## src/rtl/key_debounce8_pkg.sv

```systemverilog
// key_pkg: shared constants and helpers for the key_debounce8 conditioning stage.
//   N_KEYS            number of key lines handled
//   KEY_IDLE          active-low vector with no key pressed (reset value)
//   KEY_UP            single-bit released level
//   DB_CYCLES_DEFAULT default debounce length in clk cycles
package key_pkg;

    localparam int                N_KEYS            = 8;
    localparam logic [N_KEYS-1:0] KEY_IDLE          = 8'hFF;
    localparam logic              KEY_UP            = 1'b1;
    localparam int                DB_CYCLES_DEFAULT = 50000;

    // True when exactly one bit of v is set.
    function automatic logic is_onehot(input logic [N_KEYS-1:0] v);
        return (v != '0) && ((v & (v - N_KEYS'(1))) == '0);
    endfunction

endpackage

```

## src/rtl/key_debounce8_db_cell.sv

```systemverilog
// db_cell: one key line's 2-flop synchroniser, debounce counter, stable level
// flop and press (1->0) strobe.
// Ports:
//   clk         system clock
//   rst         synchronous active-high reset
//   en          block enable; when low the counter is held at 0
//   hold_i      lockout request; holds the counter at 0 like en=0
//   key_n_i     raw asynchronous key line, active-low
//   key_db_n_o  debounced level, active-low
//   press_o     one-cycle strobe coinciding with a new debounced 0
module db_cell
    import key_pkg::*;
#(
    parameter int DB_CYCLES = DB_CYCLES_DEFAULT,
    parameter int CNT_W     = 16
) (
    input  logic clk,
    input  logic rst,
    input  logic en,
    input  logic hold_i,
    input  logic key_n_i,
    output logic key_db_n_o,
    output logic press_o
);

    localparam logic [CNT_W-1:0] CNT_LAST = CNT_W'(DB_CYCLES - 1);

    logic             sync1_q, sync2_q;
    logic             stable_q, stable_d;
    logic             press_q, press_d;
    logic [CNT_W-1:0] cnt_q, cnt_d;

    // Counter only runs while the synchronised level disagrees with the
    // accepted level; any agreement (glitch over) clears it.
    always_comb begin
        stable_d = stable_q;
        press_d  = 1'b0;
        cnt_d    = '0;
        if (en && !hold_i && (sync2_q != stable_q)) begin
            if (cnt_q == CNT_LAST) begin
                stable_d = sync2_q;
                press_d  = ~sync2_q;
            end else begin
                cnt_d = cnt_q + CNT_W'(1);
            end
        end
    end

    always_ff @(posedge clk) begin
        if (rst) begin
            sync1_q  <= KEY_UP;
            sync2_q  <= KEY_UP;
            stable_q <= KEY_UP;
            press_q  <= 1'b0;
            cnt_q    <= '0;
        end else begin
            sync1_q  <= key_n_i;
            sync2_q  <= sync1_q;
            stable_q <= stable_d;
            press_q  <= press_d;
            cnt_q    <= cnt_d;
        end
    end

    assign key_db_n_o = stable_q;
    assign press_o    = press_q;

endmodule

```

## src/rtl/key_debounce8.sv

```systemverilog
// key_debounce8: synchronises and debounces 8 active-low key lines feeding the
// 8-to-3 encoder's I input, with per-key press strobes and status flags.
// Ports:
//   clk             system clock
//   rst             synchronous active-high reset
//   en              block enable (encoder E)
//   key_n[7:0]      raw key lines, active-low
//   key_db_n[7:0]   debounced key vector, active-low
//   press_pulse[7:0] one-cycle strobe per key on debounced press
//   any_pressed     some key_db_n bit is 0
//   single_pressed  exactly one key_db_n bit is 0
// Build option: define KEY_LOCKOUT_EN to stop released keys from being
// accepted while any key is held down.
module key_debounce8
    import key_pkg::*;
#(
    parameter int DB_CYCLES = DB_CYCLES_DEFAULT,
    parameter int CNT_W     = 16
) (
    input  logic              clk,
    input  logic              rst,
    input  logic              en,
    input  logic [N_KEYS-1:0] key_n,
    output logic [N_KEYS-1:0] key_db_n,
    output logic [N_KEYS-1:0] press_pulse,
    output logic              any_pressed,
    output logic              single_pressed
);

    logic [N_KEYS-1:0] hold;

`ifdef KEY_LOCKOUT_EN
    // Only released keys are held; held keys can still debounce their release.
    assign hold = {N_KEYS{any_pressed}} & key_db_n;
`else
    assign hold = '0;
`endif

    for (genvar i = 0; i < N_KEYS; i++) begin : g_cell
        db_cell #(
            .DB_CYCLES (DB_CYCLES),
            .CNT_W     (CNT_W)
        ) u_cell (
            .clk        (clk),
            .rst        (rst),
            .en         (en),
            .hold_i     (hold[i]),
            .key_n_i    (key_n[i]),
            .key_db_n_o (key_db_n[i]),
            .press_o    (press_pulse[i])
        );
    end

    assign any_pressed    = (key_db_n != KEY_IDLE);
    assign single_pressed = is_onehot(~key_db_n);

endmodule

```

## config.mk

```make
export PLATFORM = sky130hd
export DESIGN_NAME = key_debounce8
export DESIGN_NICKNAME = d
export VERILOG_FILES = /design/src/rtl/key_debounce8_pkg.sv /design/src/rtl/key_debounce8_db_cell.sv /design/src/rtl/key_debounce8.sv
export SDC_FILE = /design/constraint.sdc
export NUM_CORES = 1
export LEC_CHECK = 0
export BUFFER_PORTS_ARGS = -buffer_cell sky130_fd_sc_hd__buf_2
export CORE_ASPECT_RATIO = 0.75
export CORE_UTILIZATION = 45
export DETAILED_ROUTE_END_ITERATION = 12
export PLACE_DENSITY = 0.7
export REMOVE_ABC_BUFFERS = 1
export SKIP_CTS_REPAIR_TIMING = 1
export SLEW_MARGIN = 10
export SYNTH_ARGS = -nofsm -noshare
export SYNTH_HDL_FRONTEND = slang
export SYNTH_SLANG_ARGS = --single-unit
export TNS_END_PERCENT = 20
```

## constraint.sdc

```tcl
create_clock -name clk -period 5.4 [get_ports clk]
set_clock_uncertainty 0.15 [all_clocks]
set_input_delay 0.81 -clock clk [delete_from_list [all_inputs] [get_ports clk]]
set_output_delay 0.81 -clock clk [all_outputs]
set_load 0.005 [all_outputs]
```

==> flow_summary.json, run 1 <==
{
  "cellLeakagePower_nw": 2.379,
  "routabilityCongestion": 0.7831,
  "cts_tree": "done",
  "synth_top_area_share_pct": 45.21,
  "pre_cts_ws_ps": 2545,
  "start_kind": "flop",
  "syn_area_um2": 7086,
  "slowest_stage": "dfxtp_1",
  "setup_viol": 0,
  "reg2reg_depth": 5,
  "period_share_pct": 48.27,
  "synth_area_leader_cell": "dfxtp_1",
  "die-width_um": 146.9,
  "slew_headroom_pct": 51.97,
  "dr.max_layer_used": "met4",
  "cp-end-kind": "output pin",
  "timing.fmax_mhz": 383.6,
  "die_h_um": 110.7,
  "cts_buffer_depth": 2,
  "fin_cells": 1001,
  "synth_edf_count": 0,
  "wl_per_cell_um": 12.47,
  "ios": 29,
  "place_hpwl_um": 8622,
  "postRouteAntennaNets": 0,
  "grt_pass1_wl_um": 21290,
  "drv_slew": 0,
  "timing.final.hold_violations": 0,
  "rsz0062_at_grt": "false",
  "synth_area_leaders": "dfxtp_1, xnor2_1, nor2_1",
  "critPathMaxStageDelay_ps": 450,
  "async_flop_share_pct": 0,
  "vias_per_cell": 5.089,
  "cap_viol_max_count": 0,
  "ys_types": 52,
  "num_antenna_cells": 0,
  "cts.sinks": 160,
  "final_cell_mix": "dfxtp_1, nor2_1, xnor2_1",
  "cp_cell_sequence": "nand3_1, nor2_1, mux2i_1, a22oi_1, buf_2",
  "crit_fanout": 6,
  "met1Wirelength_um": 6643,
  "nets": 802,
  "grt_max_degree": 26,
  "peakVddDrop_v": 0.0001957,
  "antenna_found_initial": 0,
  "core_um2": 15320,
  "drtIter0Drc": 222,
  "io_buffers": 28,
  "power.density_nw_per_um2": 311.2,
  "tightest_slew_ps": 720.5,
  "dp.cells": 969,
  "vias": 5094,
  "clock_latency_ps": 420,
  "required_ps": 4440,
  "htreeDepth": 4,
  "synth-main-ff-cell": "dfxtp_1",
  "layout-drive-gt1-share_pct": 12.31,
  "worstPathArrival_ps": 1650,
  "wl_met2_um": 5266,
  "power.total_mw": 2.427,
  "final_common_cell": "dfxtp_1",
  "status": "finished, final reports clean",
  "min_delay_path_depth": 1,
  "gr-total-overflow": 0,
  "netlist_instances": 773,
  "drt_wl_total_um": 12480,
  "layout_setup_ws_ps": 2793,
  "drt_pre_antenna_iters": 5,
  "fin_crit_ps": 2607,
  "drc": 0,
  "wl_met3_um": 416,
  "yosysWarnings": 0,
  "grt_pass1_vias": 4473,
  "ys_ff_latch": 160,
  "tns_ps": 0,
  "worstSetupPathType": "reg -> out",
  "clk_pin_slew_ps": 60,
  "numCtsBuffers": 17,
  "area_delta_synth_final_pct": 10.08,
  "start_util_pct": 46.24,
  "postLayoutCoreUtil_pct": 50.91,
  "hp-class": "reg -> reg",
  "syn_avg_cell_area_um2": 9.166,
  "ys_seq_area_share_pct": 45.21,
  "rows": 39,
  "grt_usage_pct": 16.19,
  "cts-root-buf": "clkbuf_16",
  "dieArea_um2": 16260
}
## Yosys cell counts (12+ instances only)
library cell and instances:
dfxtp_1 160, and3_1 12, nand3_1 43, xnor2_1 94, nor4_1 34, nand2_1 32, nor3_1 23, nand4_1 34
inv_1 30, xor2_1 22, buf_4 21, or2_2 17, nor2_1 134
## kinds of logic (layout without fill, tap and decap cells)
kind of cell	after synthesis	count (layout)	share of synthesized area [%]
simple gates	391	391	30.09
flops	160	160	45.21
xor+xnor	116	116	14.34
buf+inv	67	90	5.633
compound gates	29	29	3.037
fa+ha+maj	9	9	1.554
mux	1	1	0.1413
## stage by stage
step	hold slack, ps	area, um2
3_5_place_dp	242.9	7196
3_3_place_gp	241.0	7196
5_1_grt	258.9	7800
2_1_floorplan	239.5	6799
4_1_cts	255.0	7800
6_report	253.0	7800
## path summary, 6_finish.rpt
path | start | to | slack (ps)
setup / recovery | g_cell[2].u_cell.key_db_n_o | single_pressed | 2790
hold / removal | g_cell[1].u_cell.sync1_q | g_cell[1].u_cell.sync2_q | 250
setup reg to reg | g_cell[2].u_cell.cnt_q[0] | g_cell[2].u_cell.cnt_q[3] | 3010
hold reg to reg | g_cell[1].u_cell.sync1_q | g_cell[1].u_cell.sync2_q | 250
## worst max-delay path, delay by kind of cell, from the launching register on
family,cells,cell delay [ps]
compound gates,1,80
buf+inv,1,150
flops,1,450
mux,1,220
simple gates,2,340
## cell type report
type,count,area (um2)
fillers,1449,7522
multi-input cells,546,3483
flip-flops and latches,160,3203
clock buffers,20,446.7
well taps,205,256.5
clock inverters,12,157.7
repair buffers,28,140.1
inverters,30,112.6
## layer usage
layer  vias to the layer above  track usage [%]
met5                         -                0
met4                         0            5.361
met3                        15            4.609
met2                        64            23.10
met1                      2347            23.28
li1                       2668                -
## power by group
part	internal, mW	switching, mW
Clock	0.742	0.471
Sequential	1.19	0.00386
Combinational	0.00945	0.0145
Total	1.94	0.489
## registers in the layout, indices dropped and copies added, names as in the netlist
signal,cells
g_cell.u_cell.sync2_q,8
g_cell.u_cell.press_o,8
g_cell.u_cell.cnt_q,128
g_cell.u_cell.sync1_q,8
g_cell.u_cell.key_db_n_o,8
No activity file was read; power rests on OpenSTA's default activity.
==> run 2, diff against run 1 <==
--- a/config.mk
+++ b/config.mk
@@ -5,6 +5,7 @@
 export SDC_FILE = /design/constraint.sdc
 export NUM_CORES = 1
 export LEC_CHECK = 0
+export ABC_AREA = 1
 export BUFFER_PORTS_ARGS = -buffer_cell sky130_fd_sc_hd__buf_2
 export CORE_ASPECT_RATIO = 0.75
 export CORE_UTILIZATION = 45
==> constraint.sdc (replaced) <==
create_clock -name clk -period 2.69 [get_ports clk]
set_clock_uncertainty 0.15 [all_clocks]
set_input_delay 0.4035 -clock clk [delete_from_list [all_inputs] [get_ports clk]]
set_output_delay 0.4035 -clock clk [all_outputs]
set_load 0.005 [all_outputs]
==> run 2 against run 1 <==
Synthesized area increased by 13%. Register-to-register slack got worse by 2000 ps. Via count grew 36%. Sequential power rose by 100%. Power up 98%. Critical endpoint unchanged. Largest cell class unchanged. Critical path depth is 3 higher.
==> flow_summary.json, run 2 <==
{
  "numCtsBuffers": 17,
  "grt_max_degree": 34,
  "peakVddDrop_v": 0.0003428,
  "timing.fmax_mhz": 460.1,
  "synthMuxAreaShare_pct": 0,
  "core_um2": 17080,
  "cts.sinks": 160,
  "synth_area_leaders": "dfxtp_1, nand2_1, nor2_1",
  "nets": 1204,
  "antenna_found_initial": 0,
  "rsz0062_at_grt": "false",
  "worstSetupPathType": "reg -> out",
  "hp-start": "key_n[5]",
  "place_hpwl_um": 11920,
  "slowest_stage": "dfxtp_1",
  "fin_crit_ps": 2174,
  "hp-class": "in -> reg",
  "grt_pass1_vias": 6241,
  "drv_slew": 0,
  "synth_top_area_share_pct": 40.11,
  "top_register": "g_cell.u_cell.cnt_q",
  "crit_top_cell": "nand2_1",
  "required_ps": 2140,
  "design_area_um2": 8760,
  "worstPathArrival_ps": 1620,
  "dieArea_um2": 18290,
  "wl_per_cell_um": 11.44,
  "clk_pin_slew_ps": 60,
  "largest_register_ffs": 128,
  "htreeDepth": 4,
  "tightest_slew_ps": 611.6,
  "layout-drive-gt1-share_pct": 10.87,
  "post-synth-top-count-cell": "nand2_1",
  "ys_ff_latch": 160,
  "num_antenna_cells": 0,
  "cts_tree": "done",
  "cts-root-buf": "clkbuf_16",
  "slew_headroom_pct": 59.23,
  "synth_top_family_by_area": "simple AND/OR/NAND/NOR gates",
  "clock_latency_ps": 430,
  "netlist_instances": 1166,
  "synthXorXnorAreaFrac_pct": 3.619,
  "tns_ps": 0,
  "area_delta_synth_final_pct": 9.682,
  "drtIter0Drc": 381,
  "synth_edf_count": 0,
  "cp_cell_sequence": "nand2_1, inv_1, nand2_1, nor3_1, nor2_1, nand2_1, nor2_1, buf_2",
  "synth-main-ff-cell": "dfxtp_1",
  "gr-total-overflow": 0,
  "yosys-top-cells-count": "nand2_1, nor2_1, dfxtp_1, inv_1, nand3_1",
  "routabilityCongestion": 0.8744,
  "period_share_pct": 80.80,
  "place_area_um2": 8189,
  "io_buffers": 28,
  "final_cell_mix": "nand2_1, nor2_1, dfxtp_1",
  "die-width_um": 155.8,
  "setup_viol": 0,
  "status": "finished, final reports clean",
  "fill_cells": 1690,
  "crit_fanout": 7,
  "ys_types": 30,
  "rr_startpoint": "g_cell[3].u_cell.cnt_q[0]",
  "final_common_cell": "nand2_1",
  "postRouteAntennaNets": 0,
  "drc": 0,
  "cap_viol_max_count": 0,
  "min_delay_path_depth": 2,
  "vias_per_cell": 4.834,
  "reg2reg_depth": 6,
  "ios": 29,
  "cp-end-kind": "output pin",
  "start_kind": "flop",
  "power.density_nw_per_um2": 548.2,
  "grt_pass1_wl_um": 28350,
  "reg2reg_to": "g_cell[3].u_cell.cnt_q[8]",
  "timing.final.hold_violations": 0,
  "start_util_pct": 46.75,
  "vias": 6923,
  "rows": 41,
  "synth_compound_area_share_pct": 5.436,
  "die_h_um": 117.4,
  "grt_usage_pct": 19.18,
  "synth_area_leader_cell": "dfxtp_1",
  "async_flop_share_pct": 0,
  "critPathMaxStageDelay_ps": 480,
  "drt_pre_antenna_iters": 5,
  "cts_buffer_depth": 2,
  "r2r_setup_slack_ps": 1000,
  "synth-simple-area-share_pct": 40.89,
  "syn_area_um2": 7986,
  "cellLeakagePower_nw": 2.930,
  "drt_wl_total_um": 16380,
  "syn_avg_cell_area_um2": 6.849,
  "min_to": "g_cell[5].u_cell.sync1_q",
  "synth_fa_ha_area_share_pct": 1.253,
  "ys_seq_area_share_pct": 40.11,
  "yosysWarnings": 0
}
## run 2: changes by cell type after synthesis, sizes merged, moves of 41 or more
cell / previous run / this run
xnor2: 94 / 7
nor4: 41 / 0
nor2: 144 / 247
nand3: 43 / 97
a21oi: 4 / 70
inv: 30 / 123
nand2: 32 / 272
## run 2: final cells by class
class | count | area [um2] | area share (%)
inverter | 123 | 461.7 | 5.271
multi-input combinational | 855 | 4089 | 46.68
clock buffer | 20 | 456.7 | 5.214
clock inverter | 10 | 113.9 | 1.300
timing repair buffer | 28 | 140.1 | 1.600
tap | 236 | 295.3 | 3.371
sequential | 160 | 3203 | 36.57
## run 2: cell families (layout without fill, tap and decap cells)
family                     count (synthesis)  after routing
and+or+nand+nor                          732            732
DFF                                      160            160
buffers and inverters                    151            181
AOI/OAI and AO/OA                         82             82
xor gates and xnor gates                  33             33
adders and majority gates                  8              8
## run 2: metal layers
layer | GRT usage (%) | part of all wire (%) | vias up
met5 | 0 | 0 | -
met2 | 27.68 | 41 | 112
met1 | 27.26 | 53 | 3050
met3 | 4.176 | 4.2 | 24
li1 | - | - | 3737
met4 | 8.211 | 1.8 | 0
## run 2: report_power, final
group | switching [mW] | leakage, nW | internal, mW
combinational | 0.0362 | 1.37 | 0.0185
sequential | 0.00783 | 1.29 | 2.38
clock | 0.957 | 0.270 | 1.40
## run 2: worst max-delay path by stage
| stage | from | end | slack, ps |
|---|---|---|---|
| 4_1_cts | g_cell[5].u_cell.key_db_n_o | single_pressed | 480 |
| 3_5_place_dp | rst | g_cell[2].u_cell.cnt_q[8] | 940 |
| 2_1_floorplan | g_cell[1].u_cell.key_db_n_o | single_pressed | 1190 |
| 5_1_grt | g_cell[1].u_cell.key_db_n_o | single_pressed | 350 |
| 3_3_place_gp | g_cell[5].u_cell.key_db_n_o | single_pressed | 950 |
| 6_report | g_cell[5].u_cell.key_db_n_o | single_pressed | 520 |
## run 2: critical path: cells and delay by family (launching register included)
kind	cells	cell delay (ps)
AND/OR/NAND/NOR	6	500
buffers and inverters	2	220
flip-flops	1	480
## run 2: stage by stage
step	util (%)	hold WS (ps)	cells	worst slack, ps	total power [mW]
2_1_floorplan	-	239.5	1138	1191	2.470
3_3_place_gp	47.94	241.0	1402	953.6	2.496
3_5_place_dp	47.94	244.1	1402	939.6	2.498
4_1_cts	51.28	-7.429	1432	479.5	4.850
5_1_grt	51.28	1.262	1432	348.3	4.959
6_report	51.28	8.397	1432	516.5	4.802
